**src/rtl/ebpf_lsu_pkg.sv**
```systemverilog
// Shared definitions for the eBPF load/store unit.
// Size encodings, FSM states and the size-to-byte-mask helper.
package ebpf_lsu_pkg;

   localparam logic [1:0] SIZE_B  = 2'b00;
   localparam logic [1:0] SIZE_H  = 2'b01;
   localparam logic [1:0] SIZE_W  = 2'b10;
   localparam logic [1:0] SIZE_DW = 2'b11;

   typedef enum logic [1:0] {
      IDLE,
      READ,
      WRITE,
      RESP
   } state_t;

   function automatic logic [7:0] size_mask(input logic [1:0] size);
      logic [7:0] m;
      unique case (size)
         SIZE_B:  m = 8'h01;
         SIZE_H:  m = 8'h03;
         SIZE_W:  m = 8'h0f;
         default: m = 8'hff;
      endcase
      return m;
   endfunction

endpackage

```
**src/rtl/lsu_lane_align.sv**
```systemverilog
// Byte-lane extraction for loads and lane merge for sub-word stores.
// Purely combinational.
module lsu_lane_align
   import ebpf_lsu_pkg::*;
(
   input  logic [63:0] word,
   input  logic [2:0]  offset,
   input  logic [1:0]  size,
   input  logic [63:0] wdata,
   output logic [63:0] load_data,
   output logic [63:0] merged
);

   logic [7:0]  byte_mask;
   logic [63:0] mask;
   logic [5:0]  shift;

   always_comb begin
      byte_mask = size_mask(size);
      for (int i = 0; i < 8; i++) begin
         mask[i*8 +: 8] = {8{byte_mask[i]}};
      end
      shift     = {offset, 3'b000};
      load_data = (word >> shift) & mask;
      merged    = (word & ~(mask << shift)) | ((wdata & mask) << shift);
   end

endmodule

```
**src/rtl/ebpf_lsu.sv**
```systemverilog
// eBPF load/store unit: one request at a time, little-endian,
// sub-word stores by read-modify-write on a 64-bit word memory.
module ebpf_lsu
   import ebpf_lsu_pkg::*;
#(
   parameter int ADDR_SIZE = 5,
   parameter longint unsigned MEM_BYTES = 64'd8 << ADDR_SIZE
) (
   input  logic        clk,
   input  logic        rst_n,
   input  logic        req_valid,
   output logic        req_ready,
   input  logic        req_write,
   input  logic [1:0]  req_size,
   input  logic [63:0] req_addr,
   input  logic [63:0] req_wdata,
   output logic        rsp_valid,
   input  logic        rsp_ready,
   output logic [63:0] rsp_rdata,
   output logic        rsp_error,
   output logic [63:0] mem_address,
   output logic [63:0] mem_data_in,
   input  logic [63:0] mem_data_out,
   output logic        mem_write_enable
);

   state_t      state_q;
   state_t      state_d;
   logic        write_q;
   logic [1:0]  size_q;
   logic [2:0]  offset_q;
   logic [63:0] wdata_q;
   logic        misaligned;
   logic        out_of_range;
   logic        err;
   logic [63:0] load_data;
   logic [63:0] merged;

   always_comb begin
      misaligned = 1'b0;
      unique case (req_size)
         SIZE_H:  misaligned = req_addr[0];
         SIZE_W:  misaligned = |req_addr[1:0];
         SIZE_DW: misaligned = |req_addr[2:0];
         default: misaligned = 1'b0;
      endcase
      out_of_range = (req_addr >= MEM_BYTES);
      err = misaligned | out_of_range;
   end

   assign req_ready        = (state_q == IDLE);
   assign mem_write_enable = (state_q == WRITE);

   always_ff @(posedge clk or negedge rst_n) begin
      if (!rst_n) state_q <= IDLE;
      else        state_q <= state_d;
   end

   always_comb begin
      state_d = state_q;
      unique case (state_q)
         IDLE: begin
            if (req_valid) begin
               if (err)
                  state_d = RESP;
               else if (req_write && req_size == SIZE_DW)
                  state_d = WRITE;
               else
                  state_d = READ;
            end
         end
         READ:    state_d = write_q ? WRITE : RESP;
         WRITE:   state_d = RESP;
         RESP:    if (rsp_ready) state_d = IDLE;
         default: state_d = IDLE;
      endcase
   end

   lsu_lane_align u_align (
      .word      (mem_data_out),
      .offset    (offset_q),
      .size      (size_q),
      .wdata     (wdata_q),
      .load_data (load_data),
      .merged    (merged)
   );

   // The READ-edge capture of mem_data_out lands directly in the
   // load result or the merged store word, whichever is needed.
   always_ff @(posedge clk or negedge rst_n) begin
      if (!rst_n) begin
         write_q     <= 1'b0;
         size_q      <= SIZE_B;
         offset_q    <= 3'd0;
         wdata_q     <= 64'd0;
         mem_address <= 64'd0;
         mem_data_in <= 64'd0;
         rsp_valid   <= 1'b0;
         rsp_rdata   <= 64'd0;
         rsp_error   <= 1'b0;
      end else begin
         unique case (state_q)
            IDLE: begin
               if (req_valid) begin
                  write_q   <= req_write;
                  size_q    <= req_size;
                  offset_q  <= req_addr[2:0];
                  wdata_q   <= req_wdata;
                  rsp_error <= err;
                  rsp_rdata <= 64'd0;
                  rsp_valid <= err;
                  if (!err) begin
                     mem_address <= 64'({req_addr[ADDR_SIZE+2:3], 2'b00});
                     if (req_write) mem_data_in <= req_wdata;
                  end
               end
            end
            READ: begin
               if (write_q) mem_data_in <= merged;
               else         rsp_rdata   <= load_data;
               rsp_valid <= !write_q;
            end
            WRITE: rsp_valid <= 1'b1;
            RESP:  if (rsp_ready) rsp_valid <= 1'b0;
            default: rsp_valid <= 1'b0;
         endcase
      end
   end

endmodule

```
**config.mk**
```make
export PLATFORM = sky130hd
export DESIGN_NAME = ebpf_lsu
export DESIGN_NICKNAME = d
export VERILOG_FILES = /design/src/rtl/ebpf_lsu_pkg.sv /design/src/rtl/lsu_lane_align.sv /design/src/rtl/ebpf_lsu.sv
export SDC_FILE = /design/constraint.sdc
export NUM_CORES = 1
export LEC_CHECK = 0
export CAP_MARGIN = 10
export CORE_MARGIN = 3
export CORE_UTILIZATION = 48
export CTS_CLUSTER_SIZE = 30
export DETAILED_ROUTE_END_ITERATION = 8
export GPL_ROUTABILITY_DRIVEN = 1
export PLACE_DENSITY = 0.93
export SLEW_MARGIN = 40
export SYNTH_ARGS = -nofsm -noshare
export SYNTH_HDL_FRONTEND = slang
export SYNTH_SLANG_ARGS = --single-unit
```
**constraint.sdc**
```tcl
create_clock -name clk -period 2.5 [get_ports clk]
set_input_delay 0.375 -clock clk [delete_from_list [all_inputs] [get_ports clk]]
set_output_delay 0.375 -clock clk [all_outputs]
set_load 0.02 [all_outputs]
```
==> impl_metrics.json <==
{
  "synth-seq-cells": 207,
  "cts_max_path_buffers": 3,
  "internal_power_mw": 12.0,
  "hold_viol_final": 0,
  "grt_max_degree": 88,
  "die_w_um": 169,
  "critPathKind": "reg2reg",
  "r2r-start": "offset_q[0]$_DFFE_PN0P_",
  "startpoint": "offset_q[0]$_DFFE_PN0P_",
  "wl_per_cell_um": 25.8,
  "yosysSeqAreaShare": 0.407,
  "synth_edf_count": 0,
  "switching_share": 0.447,
  "reg2reg_slack_ps": 70,
  "p_comb_frac": 0.566,
  "seqPwrFrac": 0.274,
  "synthesis.area_um2": 12700,
  "htree_levels": 1,
  "crit_buf_inv": 0,
  "crit_path_start_kind": "flip-flop",
  "die_h_um": 169,
  "grt_overflow": 0,
  "layout_commonest_cell": "clkdlybuf4s50_1",
  "fp.dieArea_um2": 28500,
  "min_period_ps": 2430,
  "grt_pass1_vias": 12700,
  "vias_per_cell": 6.38,
  "power_mw": 21.8,
  "cpMaxStageDelayCell": "dfrtp_4",
  "ant_nets": 0,
  "final_cell_mix": "334 x clkdlybuf4s50_1, 287 x nand2_1, 205 x dfrtp_1",
  "setup_tns_ps": 0,
  "drc": 0,
  "placedCellCount": 2019,
  "clk_pin_slew_worst_paths_ps": 70,
  "r2r-end": "mem_data_in[34]$_DFFE_PN0P_",
  "max-vdd-ir-drop_mv": 0.780,
  "root_buffer": "clkbuf_16",
  "setup_viol": 0,
  "clockPowerShare": 0.160,
  "cap_violations": 0,
  "reg2regPathDepth": 5,
  "power_density_nw_per_um2": 1250,
  "dr.pass1.iters": 6,
  "hpwl_um": 40500,
  "clock_latency_ps": 520,
  "grt_pass1_wl_um": 78400,
  "slew_headroom": 0.504,
  "max_stage_delay_ps": 660,
  "io_pins": 395,
  "finalNetCount": 1918,
  "synth-main-ff-cell": "dfrtp_1",
  "required_ps": 2950,
  "cts_tree": "built",
  "fin_cells": 2059,
  "clock-skew-final_ps": 13.3,
  "cts_buffers": 23,
  "synthArstFlopShare": 1.00,
  "grt_setup_unrepaired": "false",
  "cts_setup_buffers": 0,
  "n_antenna_cell": 0,
  "routabilityCongestion": 1.01,
  "synthCells": 1379,
  "yosys_warnings": 0,
  "worstMarginPinSlew_ps": 739,
  "finalMaxSlewViolations": 0,
  "p_sw_mw": 9.74,
  "crit_arrival_ps": 2880,
  "grt_util_all_layers": 0.356,
  "num_rows": 58,
  "cp_max_fo": 27,
  "cts.sinks": 207,
  "path_cells": "nor2b_1, a22oi_1, o22a_1, a41oi_1, mux2_4",
  "fin_crit_sh": 0.971,
  "power_leakage_nw": 7.59,
  "core_area_um2": 25600,
  "syn_area_per_cell_um2": 9.24,
  "min_path_type": "in2async",
  "vias": 13100,
  "drive_gt1_frac": 0.126,
  "post-place-ws_ps": -433,
  "drtIter0Drc": 1615,
  "wirelength_um": 53100,
  "portBuffers": 335,
  "area_growth_pct": 36.5,
  "synth_cell_types": 54,
  "initial_core_util": 0.497,
  "antenna_found_initial": 0,
  "cp-end-kind": "flip-flop",
  "critical-path-top-delay-family": "compound AO/OA/AOI/OAI gates",
  "setup_slack_ps": 72.0,
  "timing.fmax_mhz": 412,
  "status": "finished clean"
}
==> sequential cells by signal, summed over array words and instances (netlist names) <==
signal	flops
mem_data_in	64
rsp_rdata	64
wdata_q	64
mem_address	5
offset_q	3
size_q	2
state_q	2
rsp_error	1
rsp_valid	1
write_q	1
==> kinds of logic after synthesis <==
kind of cell,share of synthesized area
simple gates,0.142
mux,0.161
buf+inv,0.0783
other cells,0.000294
flops,0.407
compound gates,0.207
fa+ha+maj,0.00393
==> area by class of cell <==
type                            count  area, um2
Fill cell                        1930       8220
Multi-Input combinational cell   1042       6820
Sequential cell                   207       5180
Timing Repair Buffer              422       4140
Clock buffer                       33        673
Tap cell                          330        413
Clock inverter                      6       87.6
Inverter                           19       71.3
==> cells in the mapped netlist, drive strengths merged (2+ instances only) <==
library cell / number / area [um2]
nor3: 4 / 30.0
ha: 4 / 50.1
a41oi: 7 / 61.3
a21o: 9 / 67.6
o22ai: 22 / 138
a2bb2oi: 13 / 114
nor2b: 21 / 131
o311ai: 24 / 210
buf: 98 / 659
o22a: 8 / 70.1
a22oi: 24 / 180
mux2: 64 / 856
nor2: 84 / 315
o211ai: 11 / 82.6
mux4: 19 / 428
a311o: 4 / 40.0
nand3: 18 / 90.1
a31oi: 14 / 87.6
nand2: 288 / 1080
dfrtp: 207 / 5180
mux2i: 77 / 771
clkbuf: 71 / 267
a21oi: 56 / 280
a211oi: 10 / 75.1
o31ai: 25 / 188
a21boi: 6 / 45.1
a22o: 27 / 236
a32oi: 8 / 70.1
and2: 2 / 12.5
o21ai: 75 / 375
a221oi: 24 / 210
nor4: 16 / 100
o32a: 4 / 40.0
inv: 18 / 67.6
o221ai: 5 / 43.8
==> metrics by stage <==
| step | area (um2) | hold WS (ps) | util |
|---|---|---|---|
| finish | 17400 | 423 | 0.679 |
| global route | 17400 | 429 | 0.679 |
| CTS | 17400 | 420 | 0.678 |
| detailed placement | 16600 | 426 | 0.648 |
| global placement | 16600 | 420 | 0.648 |
| floorplan | 13000 | 79.4 | - |
==> how the worst max path moves through the flow <==
stage                                  endpoint  slack [ps]  cells past startpoint
finish              mem_data_in[34]$_DFFE_PN0P_          70                      5
global route        mem_data_in[59]$_DFFE_PN0P_           9                      7
CTS                  mem_address[2]$_DFFE_PN0P_          90                      8
detailed placement   mem_address[3]$_DFFE_PN0P_        -430                      8
global placement     mem_address[3]$_DFFE_PN0P_        -410                      8
floorplan           mem_data_in[10]$_DFFE_PN0P_         150                     10
==> per-layer routing <==
layer,vias up,GRT usage,wire [um]
met4,0,0.142,2620
met5,-,0,0
met2,976,0.567,24500
met1,6363,0.482,20500
li1,5580,-,-
met3,219,0.0680,5450
==> power by group through the flow <==
stage | sequential [mW] | combinational (mW) | clock (mW)
floorplan | 6.34 | 6.58 | 0
global placement | 5.89 | 11.8 | 0
detailed placement | 5.92 | 12.0 | 0
CTS | 5.89 | 12.1 | 3.48
global route | 6.05 | 13.0 | 3.61
finish | 5.97 | 12.3 | 3.47
==> what timing repair did <==
action | 4_1_cts | 5_1_grt
endpoints found under the hold margin | 61 | 0
resized for setup | 0 | 5
endpoints found under the setup margin | 0 | 6
hold buffers | 1 | 0
Power figures use the tool's default switching activity.
==> RTL edit, RTL diff (same flow settings) <==
`ADDR_SIZE`: 5 -> 3.
--- a/src/rtl/ebpf_lsu.sv
+++ b/src/rtl/ebpf_lsu.sv
@@ -5,3 +5,3 @@
 #(
-   parameter int ADDR_SIZE = 5,
+   parameter int ADDR_SIZE = 3,
    parameter longint unsigned MEM_BYTES = 64'd8 << ADDR_SIZE
Function: changed (a bounded check fails within 4 cycles, from zero or initial values and one cycle with rst_n low).
==> RTL edit against the unedited design <==
- clock skew up 0.0097 ns
- worst setup slack better by 0.0068 ns
- final area grew 2.6%
- sequential cell count shrank 2
- largest cell class unchanged
- synthesized area grew 1.5%
- first-iteration DRC count rose by 13%
- sequential share of layout area fell by 1.0 points
- non-clock buffer count rose by 32
- total power up 11%
- wire length increased by 4.9%
- synthesized cell count is 5.4% lower
- sequential power grew 4.4%
- cell count decreased by 1.4%
==> RTL edit: results (changes against the unedited design) <==
metric,value,unit,change
status,finished clean,,
grt_pass1_vias,12683,,-0.34%
hold_class,primary input to asynchronous set/reset pin,,
routed_via_density,6.24,,-2.2%
yosys_warnings,0,,unchanged
synth_cell_type_count,61,,+13%
clock_skew,0.0230,ns,+0.00971 ns
p_seq,6230,uW,+4.4%
top_regs,"mem_data_in: 64 flops, rsp_rdata: 64 flops, wdata_q: 64 flops",,
drive_gt1_frac,0.191,,+0.0645
postCtsSetupBuffers,0,,unchanged
r2r-start,size_q[1],,
r2r_cells,8,,+3
yosysSeqAreaShare,0.397,,-0.0100
swShare,0.446,,-0.00179
root_buffer,clkbuf_16,,
dr.pass1.iters,6,,unchanged
grt_max_degree,76,,-14%
drtIter0Drc,1833,,+13%
tightest_slew,0.721,ns,-0.0183 ns
async_reset_ff_frac,1.00,,unchanged
hold_slack,0.462,ns,+0.0390 ns
grt_pass1_wl,80800,um,+3.0%
clk_latency,0.53,ns,
synthTopCellsByArea,"dfrtp_1, mux2_2, mux2_4",,
finalNonFillerCells,2030,,-1.4%
critPathMaxFanout,9,,-67%
placedInstanceArea,0.0171,mm2,+2.9%
ys_top_cells_by_count,"dfrtp_1, nand2_1, o21ai_0",,
p_per_area,1360,mW/mm2,+8.4%
htree_levels,1,,unchanged
io_buffers,333,,-0.60%
n_antenna_cell,0,,unchanged
dpl.hpwl,44000,um,+8.7%
clk_pin_slew,0.06,ns,
drt-total-wl,55800,um,+4.9%
critical_path_arrival,2.80,ns,-0.08 ns
antenna_found_initial,0,,unchanged
dp_slack,-0.658,ns,-0.225 ns
vdd_ir_drop_max,0.000974,V,+25%
max-clock-path-buffers,3,,unchanged
powerClk,3460,uW,about the same
synth_cells,1304,,-5.4%
leakage,0.00781,uW,+2.8%
nNetsFinal,1884,,-1.8%
rr_endpoint,mem_data_in[50],,
track_usage,0.374,,+0.0182
cts_buffers,22,,-4.3%
gp_congestion,1.01,,+0.41%
area_growth,37.9,%,
RTL edit: cell types whose count changed after synthesis, moves of 16 or more:
cell	unedited run	this run
o31ai_1	25	0
a221oi_1	24	8
mux2_2	28	83
o21ai_0	72	92
nand2_1	288	126
o311ai_0	24	0
RTL edit: kinds of logic (layout without fill, tap and decap cells):
family,count (synthesis),in the layout,synth area share
fa+ha+maj,4,4,0.00387
compound gates,361,361,0.193
other cells,1,61,0.000290
flops,205,205,0.397
simple gates,318,318,0.115
buf+inv,194,525,0.0800
mux,221,221,0.212
RTL edit: repair_timing:
item | 4_1_cts | 5_1_grt
setup endpoints to repair | 63 | 1
hold buffers | 1 | 0
resized for setup | 1 | 1
endpoints found under the hold margin | 71 | 0
RTL edit: cell type report:
type,count,area [um2]
clock buffers,32,669
inverters,33,124
well taps,335,419
multi-input cells,965,7020
flip-flops and latches,205,5140
fillers,2006,8440
repair buffers,454,4390
clock inverters,6,88.8
RTL edit: worst max path at each step:
stage / startpoint / end / slack [ns]
after floorplan: state_q[0] / wdata_q[10] / 0.27
final: size_q[1] / mem_data_in[50] / 0.08
after global placement: req_addr[24] / mem_data_in[59] / -0.59
after CTS: state_q[0] / req_ready / 0.008
after global routing: state_q[1] / rsp_rdata[50] / 0.009
after detailed placement: req_addr[24] / mem_data_in[52] / -0.66
RTL edit: worst max-delay path, stage by stage (launching register included):
cell     delay (ns)
dfrtp_1        0.53
buf_4          0.24
nor3b_2        0.16
buf_4          0.16
a22oi_1        0.26
a32oi_1        0.18
o32ai_1        0.48
buf_4          0.19
mux2i_1        0.07
RTL edit: per-layer routing:
layer / part of all wire / up-vias / GRT usage
met2: 0.47 / 951 / 0.618
met5: 0 / - / 0
met4: 0.059 / 0 / 0.184
li1: - / 5445 / -
met3: 0.098 / 177 / 0.0634
met1: 0.37 / 6092 / 0.477
